<file path="config.mk">
export PLATFORM = sky130hd
export DESIGN_NAME = mem_access_unit
export DESIGN_NICKNAME = d
export VERILOG_FILES = /design/src/rtl/mem_access_unit.sv
export SDC_FILE = /design/constraint.sdc
export NUM_CORES = 1
export LEC_CHECK = 0
export CAP_MARGIN = 20
export CELL_PAD_IN_SITES_DETAIL_PLACEMENT = 0
export CELL_PAD_IN_SITES_GLOBAL_PLACEMENT = 1
export CORE_AREA = 2 2 136 138
export CTS_CLUSTER_SIZE = 20
export DETAILED_ROUTE_END_ITERATION = 7
export DIE_AREA = 0 0 138 140
export PLACE_DENSITY_LB_ADDON = 0.2
export SLEW_MARGIN = 20
export SYNTH_ARGS = -nofsm -noshare
export SYNTH_HDL_FRONTEND = slang
export SYNTH_SLANG_ARGS = --single-unit
</file>
<file path="constraint.sdc">
create_clock -name clk -period 5 [get_ports clk]
set_input_delay 0.75 -clock clk [delete_from_list [all_inputs] [get_ports clk]]
set_output_delay 0.75 -clock clk [all_outputs]
set_load 0.01 [all_outputs]
</file>
<file path="src/rtl/mem_access_unit.sv">
// mem_access_unit
//   CPU-side initiator for the OTTER single-port, byte-enabled data memory.
//   It accepts one load/store request from the multicycle control unit and
//   turns it into one or two word-aligned memory transactions. On those
//   transactions it drives per-lane write enables and lane-shifted store data.
//   For loads it merges the returned words and sign/zero-extends the result.
//   It finishes with a one-cycle done pulse, plus error for illegal sizes or
//   out-of-range addresses.
//
//   Handshake: a request is taken only when busy=0 (state IDLE) and
//   req_valid=1 on a rising edge. All req_* fields are latched on that edge.
//   A req_valid seen in any other state (including the DONE/ERR cycle) is
//   dropped: it is not queued and it raises no error. Completion is the
//   single-cycle done pulse. rdata and error are meaningful only while
//   done=1.
//
//   Memory side: mem_rdata is a synchronous read. A word addressed in PH1/PH2
//   returns on the following cycle (CAP1/CAP2), where it is captured.
//   state_dbg exposes the FSM state so external checkers can follow the
//   sequencing.
//
//   BUS_WIDTH is fixed at 32; the lane arithmetic below assumes four byte
//   lanes.

module mem_access_unit #(
    parameter int ADDR_WIDTH = 13,
    parameter int BUS_WIDTH  = 32
) (
    input  logic                  clk,
    input  logic                  rst,
    input  logic                  req_valid,
    input  logic                  req_we,
    input  logic [BUS_WIDTH-1:0]  req_addr,
    input  logic [BUS_WIDTH-1:0]  req_wdata,
    input  logic [1:0]            req_size,
    input  logic                  req_sign,
    output logic                  busy,
    output logic                  done,
    output logic [BUS_WIDTH-1:0]  rdata,
    output logic                  error,
    output logic [ADDR_WIDTH-1:0] mem_addr,
    output logic [3:0]            mem_we,
    output logic [BUS_WIDTH-1:0]  mem_wdata,
    input  logic [BUS_WIDTH-1:0]  mem_rdata,
    output logic [2:0]            state_dbg
);

    // FSM encoding; IDLE is zero so a reset register file reads as idle.
    localparam logic [2:0] IDLE = 3'd0;
    localparam logic [2:0] PH1  = 3'd1;
    localparam logic [2:0] CAP1 = 3'd2;
    localparam logic [2:0] PH2  = 3'd3;
    localparam logic [2:0] CAP2 = 3'd4;
    localparam logic [2:0] DONE = 3'd5;
    localparam logic [2:0] ERR  = 3'd6;

    // Access size codes as seen on req_size.
    localparam logic [1:0] SIZE_BYTE = 2'b00;
    localparam logic [1:0] SIZE_HALF = 2'b01;
    localparam logic [1:0] SIZE_WORD = 2'b10;
    localparam logic [1:0] SIZE_BAD  = 2'b11;

    // Distance between the two words of a split access.
    localparam logic [ADDR_WIDTH-1:0] WORD_STEP = ADDR_WIDTH'(4);

    logic [2:0]            state;
    logic [2:0]            state_next;

    // Request fields latched at acceptance; the live req_* bus is ignored
    // afterwards.
    logic                  r_we;
    logic [ADDR_WIDTH-1:0] r_addr;
    logic [BUS_WIDTH-1:0]  r_wdata;
    logic [1:0]            r_size;
    logic                  r_sign;

    // Captured read words: rd1 from word 1, rd2 from word 2 (zero if unsplit).
    logic [BUS_WIDTH-1:0]  rd1;
    logic [BUS_WIDTH-1:0]  rd2;

    logic                  accept;
    logic                  req_bad;
    logic [1:0]            off;
    logic                  split;
    logic [ADDR_WIDTH-1:0] word1;
    logic [ADDR_WIDTH-1:0] word2;
    logic [4:0]            lane_shift;
    logic [3:0]            base_mask;
    logic [7:0]            mask8;
    logic [2*BUS_WIDTH-1:0] wdata_wide;
    logic [BUS_WIDTH-1:0]  merged;
    logic [BUS_WIDTH-1:0]  load_ext;

    // Acceptance and legality of the request currently presented in IDLE.
    always_comb begin
        accept  = (state == IDLE) && req_valid;
        req_bad = (req_size == SIZE_BAD) || (|req_addr[BUS_WIDTH-1:ADDR_WIDTH]);
    end

    // Access geometry derived from the latched request: offset, split
    // decision, the two word addresses (word 2 wraps at the top of memory)
    // and the byte-lane shift amount.
    always_comb begin
        off        = r_addr[1:0];
        split      = ((r_size == SIZE_HALF) && (off == 2'b11)) ||
                     ((r_size == SIZE_WORD) && (off != 2'b00));
        word1      = {r_addr[ADDR_WIDTH-1:2], 2'b00};
        word2      = word1 + WORD_STEP;
        lane_shift = {off, 3'b000};
    end

    // Store side: an 8-lane enable mask and a 64-bit data vector spanning both
    // words. The low half serves PH1 and the high half serves PH2.
    always_comb begin
        case (r_size)
            SIZE_BYTE: base_mask = 4'b0001;
            SIZE_HALF: base_mask = 4'b0011;
            SIZE_WORD: base_mask = 4'b1111;
            default:   base_mask = 4'b0000;
        endcase
        mask8      = {4'b0000, base_mask} << off;
        wdata_wide = {{BUS_WIDTH{1'b0}}, r_wdata} << lane_shift;
    end

    // Load side: shift the {rd2, rd1} pair down by the byte offset, keep the
    // requested width and extend. req_sign=0 means signed; word loads pass
    // through untouched.
    always_comb begin
        merged = BUS_WIDTH'({rd2, rd1} >> lane_shift);
        case (r_size)
            SIZE_BYTE: load_ext = {{(BUS_WIDTH-8){merged[7] & ~r_sign}}, merged[7:0]};
            SIZE_HALF: load_ext = {{(BUS_WIDTH-16){merged[15] & ~r_sign}}, merged[15:0]};
            default:   load_ext = merged;
        endcase
    end

    // Next-state sequencing: PH1 -> (CAP1) -> (PH2 -> (CAP2)) -> DONE.
    always_comb begin
        state_next = state;
        case (state)
            IDLE: begin
                if (accept) begin
                    state_next = req_bad ? ERR : PH1;
                end
            end
            PH1: begin
                if (!r_we) begin
                    state_next = CAP1;
                end else if (split) begin
                    state_next = PH2;
                end else begin
                    state_next = DONE;
                end
            end
            CAP1:    state_next = split ? PH2 : DONE;
            PH2:     state_next = r_we ? DONE : CAP2;
            CAP2:    state_next = DONE;
            DONE:    state_next = IDLE;
            ERR:     state_next = IDLE;
            default: state_next = IDLE;
        endcase
    end

    // State register.
    always_ff @(posedge clk) begin
        if (rst) begin
            state <= IDLE;
        end else begin
            state <= state_next;
        end
    end

    // Latch the request fields on acceptance; they stay frozen until the
    // next accepted request.
    always_ff @(posedge clk) begin
        if (rst) begin
            r_we    <= 1'b0;
            r_addr  <= '0;
            r_wdata <= '0;
            r_size  <= SIZE_BYTE;
            r_sign  <= 1'b0;
        end else if (accept) begin
            r_we    <= req_we;
            r_addr  <= req_addr[ADDR_WIDTH-1:0];
            r_wdata <= req_wdata;
            r_size  <= req_size;
            r_sign  <= req_sign;
        end
    end

    // Capture read data one cycle after each word address was presented.
    // rd2 is cleared on acceptance so unsplit loads merge against zero.
    always_ff @(posedge clk) begin
        if (rst) begin
            rd1 <= '0;
            rd2 <= '0;
        end else if (accept) begin
            rd1 <= '0;
            rd2 <= '0;
        end else if (state == CAP1) begin
            rd1 <= mem_rdata;
        end else if (state == CAP2) begin
            rd2 <= mem_rdata;
        end
    end

    // Memory-side drive. The word address is held through each capture
    // cycle. Write enables and data are asserted only in the drive phases of
    // a store.
    always_comb begin
        mem_addr  = '0;
        mem_we    = 4'b0000;
        mem_wdata = '0;
        case (state)
            PH1: begin
                mem_addr = word1;
                if (r_we) begin
                    mem_we    = mask8[3:0];
                    mem_wdata = wdata_wide[BUS_WIDTH-1:0];
                end
            end
            CAP1: mem_addr = word1;
            PH2: begin
                mem_addr = word2;
                if (r_we) begin
                    mem_we    = mask8[7:4];
                    mem_wdata = wdata_wide[2*BUS_WIDTH-1:BUS_WIDTH];
                end
            end
            CAP2: mem_addr = word2;
            default: begin
                mem_addr  = '0;
                mem_we    = 4'b0000;
                mem_wdata = '0;
            end
        endcase
    end

    // Control-unit status. rdata carries the load result only in DONE and
    // reads zero otherwise, including in ERR.
    always_comb begin
        busy      = (state != IDLE);
        done      = (state == DONE) || (state == ERR);
        error     = (state == ERR);
        rdata     = ((state == DONE) && !r_we) ? load_ext : '0;
        state_dbg = state;
    end

endmodule

</file>
* Word level (Yosys, flattened, before mapping)
Cells that the tools add are included.
Storage, ports and cells: flip-flop bits (word level) 116, input port bits 103, logic and storage cells 60
Cells by class: $add $sub $neg 1, equal/unequal tests 11, shifts and indexed selects 3, mux-type cells 16, bitwise logic cells 4, reduce and logical (&&, ||, !) cells 17
Operators by type and width (count):
- one-hot mux 32 bit (2 select lines) | 2
- 2-to-1 mux 32 bit | 3
- << shifter 32 x 5 -> 64 bit | 1
- right shift 64 x 5 -> 32 bit | 1
- one-hot mux 13 bit (2 select lines) | 1
- OR reduction 19 bit | 1
- one-hot mux 3 bit (5 select lines) | 1
- adder 13 x 3 -> 13 bit (second input constant) | 1
- 2-to-1 mux 3 bit | 4
- one-hot mux 4 bit (3 select lines) | 1
- == test 3 bit (second input constant) | 3
- 2-to-1 mux 4 bit | 2
- one-hot mux 4 bit (2 select lines) | 1
- << shifter 4 x 2 -> 8 bit | 1
- == test 2 bit (second input constant) | 3
- == test 3 x 2 -> 1 bit (second input constant) | 2
- OR reduction 2 bit | 3
- logical AND 1 bit | 4
- == test 3 x 1 -> 1 bit (second input constant) | 1
- logical NOT 3 bit | 1
- logical OR 1 bit | 3
- nonzero test 3 bit | 1
- AND 1 bit | 2
- == test 2 x 1 -> 1 bit (second input constant) | 1
- other kinds (7) | 8

* Longest topological paths before layout
depth after elaboration 6, gate-level depth with buffers 7

* Least setup slack after synthesis
No wires, ideal clock.
path kind register to output, start point reg state[2], in the netlist state_dbg[2], end point out mem_addr[6], arrival time 1567 ps, required time 4250 ps, path slack 2683 ps, stages on the path, launching flop included 7, buffers on the path 2, path through dfxtp_1 > buf_6 > or3b_1 > nand2_2 > buf_4 > nand2_1 > o21ai_0
On the way: longest elaborated chain between the ends 3, elaborated cells on any way between the ends 7
Ends and longest elaborated chain:
- from (decl) | RTL line 66 | logic [2:0] state;
- from (signal assigned) | RTL line 169 | state <= state_next;
- == test 3 bit, or another cell as far along | RTL line 214 | case (state)
- OR reduction 2 bit (no line)
- one-hot mux 13 bit (2 select lines) * | RTL line 214
- to (decl) | RTL line 41 | output logic [ADDR_WIDTH-1:0] mem_addr,
Every way passes the cells marked *; elsewhere a longest branch is shown, timed or not.

* Final worst setup path
start point reg state[0], in the netlist state_dbg[0], end point out rdata[20]
On the way: longest elaborated chain between the ends 3
Ends and longest elaborated chain:
- == test 3 bit | RTL line 245 | rdata = ((state == DONE) && !r_we) ? load_ext : '0;
- logical AND 1 bit | RTL line 245
- 2-to-1 mux 32 bit | RTL line 245
- to (decl) | RTL line 39 | output logic [BUS_WIDTH-1:0] rdata,
Every way passes these cells.

==> results.sh <==
export IMPL_slew_headroom=0.3312
export IMPL_synth_seq_area_share=0.3446
export IMPL_synth_seq_cells=108
export IMPL_grt_max_degree=57
export IMPL_clock_power_share=0.212
export IMPL_cp_top_family="simple AND/OR/NAND/NOR gates"
export IMPL_insertion_delay_ns=0.35
export IMPL_yosysMostFrequentCell="nand2_1"
export IMPL_hold_class="flip-flop to flip-flop"
export IMPL_die_width_um=138
export IMPL_path_clk_slew_ns=0.07
export IMPL_cts_tree="done"
export IMPL_drv_cap=0
export IMPL_rsz0062_at_grt="false"
export IMPL_finalSetupViolCount=0
export IMPL_rows=49
export IMPL_irDropWorstVdd_uv=213.4
export IMPL_yosysTopAreaCell="dfxtp_1"
export IMPL_tightest_slew_ns=1.003
export IMPL_cts_buffer_depth=2
export IMPL_antenna_left=0
export IMPL_crit_type="flip-flop to primary output"
export IMPL_internal_power_w=0.001893
export IMPL_grt_pass1_wl_um=33870
export IMPL_finalInstanceArea_um2=8441
export IMPL_final_net_count=1103
export IMPL_clock_sinks=108
export IMPL_grt_pass1_vias=6060
export IMPL_combPwrFrac=0.401
export IMPL_htreeDepth=3
export IMPL_final_setup_tns_ns=0
export IMPL_ctsResizeCount=0
export IMPL_ys_warn_count=0
export IMPL_synth_edf_count=0
export IMPL_ioPinCount=190
export IMPL_path_max_fanout=18
export IMPL_critical_path_slowest_cell="or3_1"
export IMPL_final_period_utilization=0.8047
export IMPL_clock_fmax_mhz=248.5
export IMPL_wl_per_cell_um=17.47
export IMPL_syn2layout_area_growth_pct=34.52
export IMPL_die_y_um=140
export IMPL_final_layout_size_suffix_gt1_frac=0.07114
export IMPL_netlist_area_um2=6275
export IMPL_synthCells=860
export IMPL_required_ns=4.25
export IMPL_post_cts_buffers=0
export IMPL_core_area_um2=17780
export IMPL_crit_chain="and2b_1, nand3b_2, or3_1, o21ai_0, clkdlybuf4s50_1"
export IMPL_io_buffers=187
export IMPL_dp_hpwl_um=15010
export IMPL_p_seq_frac=0.387
export IMPL_viasPerCell=5.237
export IMPL_cpPeakStageDelay_ns=0.70
export IMPL_finalCriticalPeriod_ns=4.024
export IMPL_cts_hold_buf=0
export IMPL_drt_iter0_markers=322
export IMPL_grt_ovfl_total=0
export IMPL_placed_area_um2=8164
export IMPL_yosysTopAreaCellShare=0.3446
export IMPL_power_leakage_nw=2.730
export IMPL_wl_um=21440
export IMPL_power_density_nw_per_um2=387.2
export IMPL_slew_viol_final=0
export IMPL_die_area_um2=19320
export IMPL_vias=6426
export IMPL_n_antenna_cell=0
export IMPL_drc_errors=0
export IMPL_grt_use_total=0.2173
export IMPL_crit_buf_inv=1
export IMPL_cp_data_arrival_time_ns=3.27
export IMPL_antenna_found_initial=1
export IMPL_synth_area_leaders="dfxtp_1, nand2_1, a21oi_1, mux2i_1, mux2_2"
export IMPL_cts_buffers=9
export IMPL_end_kind="primary output"
export IMPL_switching_share=0.4209
export IMPL_synthFlopType="dfxtp_1"
export IMPL_dr_pass1_iters=5
export IMPL_hold_viol=0
export IMPL_outcome="finished clean"
export IMPL_synth_top_cells_by_count="nand2_1, a21oi_1, dfxtp_1"
export IMPL_startpoint_type="flip-flop"
export IMPL_gp_congestion=0.8845
export IMPL_syn_avg_cell_area_um2=7.296
export IMPL_start_util=0.3529
export IMPL_switchingPower_w=0.001376
export IMPL_cts_root_buf="clkbuf_16"
export IMPL_async_reset_ff_frac=0
export IMPL_synth_cell_type_count=55
export IMPL_skew_ns=0.007953
-- sequential cells by signal, summed over array words and instances (netlist names) --
signal,count
r_addr,13
r_wdata,32
rd2,24
r_sign,1
state_dbg,3
r_size,2
r_we,1
rd1,32
-- stage by stage --
stage	setup WS, ns	instances	util	hold slack (ns)	power (W)
after global placement	1.474	1212	0.4592	0.4405	0.002584
after global routing	0.7702	1227	0.4747	0.4757	0.003495
after detailed placement	1.420	1212	0.4592	0.4469	0.002591
after CTS	1.027	1227	0.4747	0.4574	0.003291
after floorplan	2.683	861	-	0.4329	0.002126
final	0.9764	1227	0.4747	0.4542	0.003269
-- layout by cell type (no fill, tap or decap), types with 9 or more instances in the layout --
cell type and instances:
a21oi_1 146, a22oi_1 10, buf_4 9, clkbuf_16 9
clkdlybuf4s50_1 186, dfxtp_1 106, inv_1 9, mux2_2 23
mux2i_1 46, nand2_1 256, nor2_1 22, o21ai_0 33
o21ai_1 12, or2_2 9
-- per-layer routing --
metal	wire length [µm]	share of wire	up-vias	track usage
met5	12	0.00056	-	0
met4	270	0.013	2	0.04619
met2	9461	0.44	196	0.3291
met3	1394	0.065	21	0.06803
li1	-	-	3221	-
met1	10300	0.48	2986	0.3048
-- worst min-delay path, cell delays in order (launching register included) --
cell and delay, ns:
dfxtp_1 0.31, nand2_1 0.05, a21oi_1 0.05
-- final timing paths --
check	end	depth (start not counted)	slack [ns]	start
min reg2reg	rd1[1]	2	0.45	rd1[1]
min	rd1[1]	2	0.45	rd1[1]
max reg2reg	r_size[0]	4	2.80	state_dbg[2]
max	rdata[20]	5	0.98	state_dbg[0]
-- cell type report --
cell class                      instances  area [µm²]
Clock buffer                           10       239.0
Clock inverter                          5       37.54
Fill cell                            1839        9339
Inverter                                9       33.78
Multi-Input combinational cell        670        3740
Sequential cell                       108        2170
Tap cell                              229       286.5
Timing Repair Buffer                  196        1934
-- power by group through the flow --
stage	combinational, W	clock [W]	sequential (W)
floorplan	0.000984	0	0.00114
finish	0.00131	0.000692	0.00127
CTS	0.00132	0.000713	0.00126
detailed placement	0.00131	0	0.00128
global route	0.00146	0.000740	0.00130
global placement	0.00131	0	0.00128
-- cell families after synthesis --
| kind of cell | Yosys count | synth area share |
|---|---|---|
| compound gates | 246 | 0.2201 |
| xor+xnor | 4 | 0.005583 |
| fa+ha+maj | 6 | 0.01196 |
| buf+inv | 83 | 0.06201 |
| flops | 108 | 0.3446 |
| mux | 71 | 0.1218 |
| other cells | 1 | 0.0005976 |
| simple gates | 341 | 0.2333 |
(Power assumes the default switching activity.)
